### config.mk
export PLATFORM = sky130hd
export DESIGN_NAME = l1_stream_out
export DESIGN_NICKNAME = d
export VERILOG_FILES = /design/src/rtl/l1_stream_out_pkg.sv /design/src/rtl/sync_fifo_fwft.sv /design/src/rtl/l1_stream_out.sv
export SDC_FILE = /design/constraint.sdc
export NUM_CORES = 1
export LEC_CHECK = 0
export CAP_MARGIN = 15
export CORE_MARGIN = 1.5
export CORE_UTILIZATION = 50
export DETAILED_ROUTE_END_ITERATION = 6
export MAX_ROUTING_LAYER = met4
export PLACE_DENSITY_LB_ADDON = 0.2
export SETUP_SLACK_MARGIN = 0.5
export SYNTH_ARGS = -nofsm -noshare
export SYNTH_HDL_FRONTEND = slang
export SYNTH_HIERARCHICAL = 1
export SYNTH_SLANG_ARGS = --single-unit
export TNS_END_PERCENT = 20
### constraint.sdc
create_clock -name clk -period 3.4 [get_ports clk]
set_input_delay 0.68 -clock clk [delete_from_list [all_inputs] [get_ports clk]]
set_output_delay 0.68 -clock clk [all_outputs]
set_load 0.02 [all_outputs]
### src/rtl/l1_stream_out_pkg.sv
// Shared constants and types for the L1 streaming stage and its sibling layers.
package l1_stream_out_pkg;
    localparam int L1_W     = 32;
    localparam int L1_WORDS = L1_W * L1_W;
    localparam int L0_WORDS = 4096;
    localparam int DW       = 20;

    localparam logic [2:0] CSEL_L0 = 3'd1;
    localparam logic [2:0] CSEL_L1 = 3'd3;

    typedef enum logic [1:0] {ST_IDLE, ST_RUN, ST_FIN} state_t;
endpackage

### src/rtl/sync_fifo_fwft.sv
// First-word fall-through FIFO: dout always shows the head entry while !empty.
module sync_fifo_fwft #(
    parameter int DW    = 20,
    parameter int DEPTH = 4
) (
    input  logic                     clk,
    input  logic                     reset,
    input  logic                     push,
    input  logic                     pop,
    input  logic [DW-1:0]            din,
    output logic [DW-1:0]            dout,
    output logic                     empty,
    output logic                     full,
    output logic [$clog2(DEPTH):0]   count
);
    localparam int AW = $clog2(DEPTH);

    logic [DW-1:0] mem [DEPTH];
    logic [AW-1:0] wr_ptr, rd_ptr;

    // Storage is cleared too so the head reads 0 straight out of reset.
    always_ff @(posedge clk or posedge reset) begin
        if (reset) begin
            for (int i = 0; i < DEPTH; i++) mem[i] <= '0;
            wr_ptr <= '0;
            rd_ptr <= '0;
            count  <= '0;
        end else begin
            if (push) begin
                mem[wr_ptr] <= din;
                wr_ptr      <= wr_ptr + 1'b1;
            end
            if (pop) rd_ptr <= rd_ptr + 1'b1;
            case ({push, pop})
                2'b10:   count <= count + 1'b1;
                2'b01:   count <= count - 1'b1;
                default: ;
            endcase
        end
    end

    assign dout  = mem[rd_ptr];
    assign empty = (count == '0);
    assign full  = (count == (AW+1)'(DEPTH));
endmodule

### src/rtl/l1_stream_out.sv
// Reads the finished L1 map sequentially and emits it as a valid/ready stream,
// tracking the frame maximum and pulsing done after the last accepted beat.
module l1_stream_out #(
    parameter int          N_WORDS    = l1_stream_out_pkg::L1_WORDS,
    parameter logic [11:0] BASE_ADDR  = 12'h000,
    parameter int          FIFO_DEPTH = 4,
    parameter int          DW         = l1_stream_out_pkg::DW
) (
    input  logic          clk,
    input  logic          reset,
    input  logic          start,
    output logic          busy,
    output logic          done,
    output logic          mrd,
    output logic [11:0]   maddr,
    input  logic [DW-1:0] mdata_rd,
    output logic          m_valid,
    input  logic          m_ready,
    output logic [DW-1:0] m_data,
    output logic [9:0]    m_idx,
    output logic          m_last,
    output logic [DW-1:0] frame_max
);
    import l1_stream_out_pkg::*;

    localparam int IW = $clog2(N_WORDS + 1);
    localparam int CW = $clog2(FIFO_DEPTH) + 1;

    state_t        state, state_nxt;
    logic [IW-1:0] issue_cnt;
    logic [9:0]    acc_cnt;
    logic          rd_q, hs, issue_ok;
    logic          fifo_empty, fifo_full;
    logic [CW-1:0] fifo_count;
    logic [CW:0]   outstanding;

    assign m_valid = !fifo_empty;
    assign hs      = m_valid && m_ready;
    assign m_idx   = acc_cnt;
    assign m_last  = (acc_cnt == 10'(N_WORDS - 1)) && m_valid;

    // A credit is held from issue until pop: the read on the bus (mrd) and the
    // one returning (rd_q) both count, so a push can never find the FIFO full.
    always_comb begin
        outstanding = {1'b0, fifo_count} + {{CW{1'b0}}, mrd} + {{CW{1'b0}}, rd_q};
        issue_ok    = (state == ST_RUN) && (issue_cnt < IW'(N_WORDS)) &&
                      (outstanding < (CW+1)'(FIFO_DEPTH));
    end

    always_ff @(posedge clk or posedge reset) begin
        if (reset) begin
            mrd       <= 1'b0;
            maddr     <= '0;
            issue_cnt <= '0;
            rd_q      <= 1'b0;
            acc_cnt   <= '0;
            frame_max <= '0;
        end else begin
            rd_q <= mrd;
            if (state == ST_IDLE && start) begin
                mrd       <= 1'b1;
                maddr     <= BASE_ADDR;
                issue_cnt <= IW'(1);
                acc_cnt   <= '0;
                frame_max <= '0;
            end else begin
                mrd <= issue_ok;
                if (issue_ok) begin
                    maddr     <= BASE_ADDR + 12'(issue_cnt);
                    issue_cnt <= issue_cnt + 1'b1;
                end
                if (hs) begin
                    acc_cnt <= acc_cnt + 1'b1;
                    if (m_data > frame_max) frame_max <= m_data;
                end
            end
        end
    end

    always_ff @(posedge clk or posedge reset) begin
        if (reset) state <= ST_IDLE;
        else       state <= state_nxt;
    end

    always_comb begin
        state_nxt = state;
        case (state)
            ST_IDLE: if (start) state_nxt = ST_RUN;
            ST_RUN:  if (hs && m_last) state_nxt = ST_FIN;
            ST_FIN:  state_nxt = ST_IDLE;
            default: state_nxt = ST_IDLE;
        endcase
    end

    always_comb begin
        busy = (state == ST_RUN);
        done = (state == ST_FIN);
    end

    sync_fifo_fwft #(.DW(DW), .DEPTH(FIFO_DEPTH)) u_fifo (
        .clk   (clk),
        .reset (reset),
        .push  (rd_q),
        .pop   (hs),
        .din   (mdata_rd),
        .dout  (m_data),
        .empty (fifo_empty),
        .full  (fifo_full),
        .count (fifo_count)
    );

    a_no_overflow: assert property (@(posedge clk) disable iff (reset) !(rd_q && fifo_full && !hs));
endmodule

==> results.toml <==
[synth]
syn-num-nets = 614
syn_inst = 561
syn_area_mm2 = 0.006849
avgSynthCellArea_um2 = 12.21
yosysWarningCount = 6

[pwr]
power_density_mw_per_mm2 = 851.2
total_power_mw = 7.426
power.leakage_nw = 3.702
ir_drop_mv = 0.3911

[sta]
hold_viol = 0
min_period_over_period_pct = 88.74
worst_pin_slew_ns = 1.065
setup_viol = 0
rsz0062_at_grt = "true"
clock_skew_ns = 0.005570
tns_ns = 0
fin_crit_ns = 3.017
drv_slew = 0
maxSlewHeadroom_pct = 28.86
fmax_mhz = 331.4

[finish]
num_antenna_cells = 0
n_fill_cell = 993
drive_gt1_share_pct = 27.35
final_cells = 856
stdcell_area_mm2 = 0.008725
most-common-layout-cells = "dfrtp_1, clkdlybuf4s50_1, mux2_2"
nNetsFinal = 720
mostFrequentLayoutCell = "dfrtp_1"
final_core_util_pct = 65.62
area.growth.synth_to_final_pct = 27.38

[clock_tree]
cts_buffer_depth = 2
cts_tree = "done"
clock_latency_ns = 0.43
clkTransAtPathRegs_ns = 0.06
cts-root-buf = "clkbuf_16"
cts_sinks = 143
htreeDepth = 4
cts_buffers = 17

[setup_path]
critPathKind = "reg2reg"
start_kind = "flop"
critPathArrivalTime_ns = 3.37
critPathRequiredTime_ns = 3.75
critPathMaxFanout = 7
critPathCaptureType = "flop"

[min_path]
min_path_type = "reg2reg"

[detailed_routing]
drtPass1Iterations = 5
routed_wirelength_um = 16140
drc_errors = 0
drtIter0Drc = 281
ant_nets = 0
post_drt_wl_per_cell_um = 18.85
via_per_inst = 5.717
vias = 4894

[place]
placed_cells = 808
gp_congestion = 0.8110
io_buffers = 89
postPlaceCellArea_mm2 = 0.007864
hpwl_um = 10160

[run]
cap_viol_max_count = 0

[global_route]
track_usage_pct = 23.48
grt_pass1_wl_um = 25160
antenna_found_initial = 0
grt-ovfl-total = 0
grt_max_degree = 88
grt_pass1_vias = 4805

[floorplanning]
start_util_pct = 51.52
die-area_mm2 = 0.01441
core_mm2 = 0.01330
die_x_um = 120.0
rows = 42
io_pins = 91
die_h_um = 120.0

[outcome]
outcome = "finished clean"
worst paths after layout:
kind / cells after the start / endpoint / slack, ns / from
hold / removal: 0 / rd_q / 0.42 / mrd
max in group asynchronous: 3 / state[0] / 2.04 / reset
setup / recovery: 10 / frame_max[2] / 0.38 / u_fifo/rd_ptr[0]
setup reg to reg: 10 / frame_max[2] / 0.38 / u_fifo/rd_ptr[0]
hold reg to reg: 0 / rd_q / 0.42 / mrd
min in group asynchronous: 2 / frame_max[1] / 0.72 / reset
registers in the layout, indices dropped and copies added, names as in the netlist, 3 cells and up:
name,cells
u_fifo/mem,80
frame_max,20
issue_cnt,11
m_idx,10
maddr,11
u_fifo/count,3
power breakdown:
group          total (mW)  internal [mW]  switching (mW)  leakage [nW]
Sequential           2.16           1.94           0.217          1.64
Clock                1.63          0.940           0.688         0.248
Combinational        3.64           1.64            1.99          1.81
Total                7.43           4.53            2.90          3.70
layer usage:
layer,wire [um],GRT usage [%]
met5,0,-
met3,838,4.990
met1,6477,28.32
met4,601,11.68
met2,8222,37.61
what timing repair did:
action                                  4_1_cts  5_1_grt
gates resized for setup                      13       44
gates cloned                                  3        4
pin swaps                                     3       13
endpoints found under the setup margin       23       35
hold buffers                                  0        0
setup buffers                                 1        8
endpoints found under the hold margin         0        0
final cells by class:
type | count | area (um^2) | share of cell area, %
Clock buffer | 21 | 450.4 | 5.163
Clock inverter | 11 | 68.82 | 0.7888
Inverter | 35 | 135.1 | 1.549
Multi-Input combinational cell | 356 | 3139 | 35.98
Sequential cell | 143 | 3580 | 41.03
Tap cell | 176 | 220.2 | 2.524
Timing Repair Buffer | 114 | 1131 | 12.96
per-stage QoR:
stage	hold slack, ns	setup slack, ns
6_report	0.4221	0.3828
5_1_grt	0.4366	0.1140
4_1_cts	0.4289	0.4834
3_5_place_dp	0.4083	0.2326
3_3_place_gp	0.4026	0.3250
2_1_floorplan	0.4679	0.5150
critical path, stage by stage, from the launching register on:
cell       delay (ns)
dfrtp_2          0.41
buf_8            0.14
mux4_2           0.56
ha_1             0.34
nand4_1          0.19
nor4_4           0.35
nand2_4          0.15
o2111ai_4        0.33
buf_6            0.19
nand3_1          0.10
a21oi_2          0.17
(Power assumes the default switching activity.)
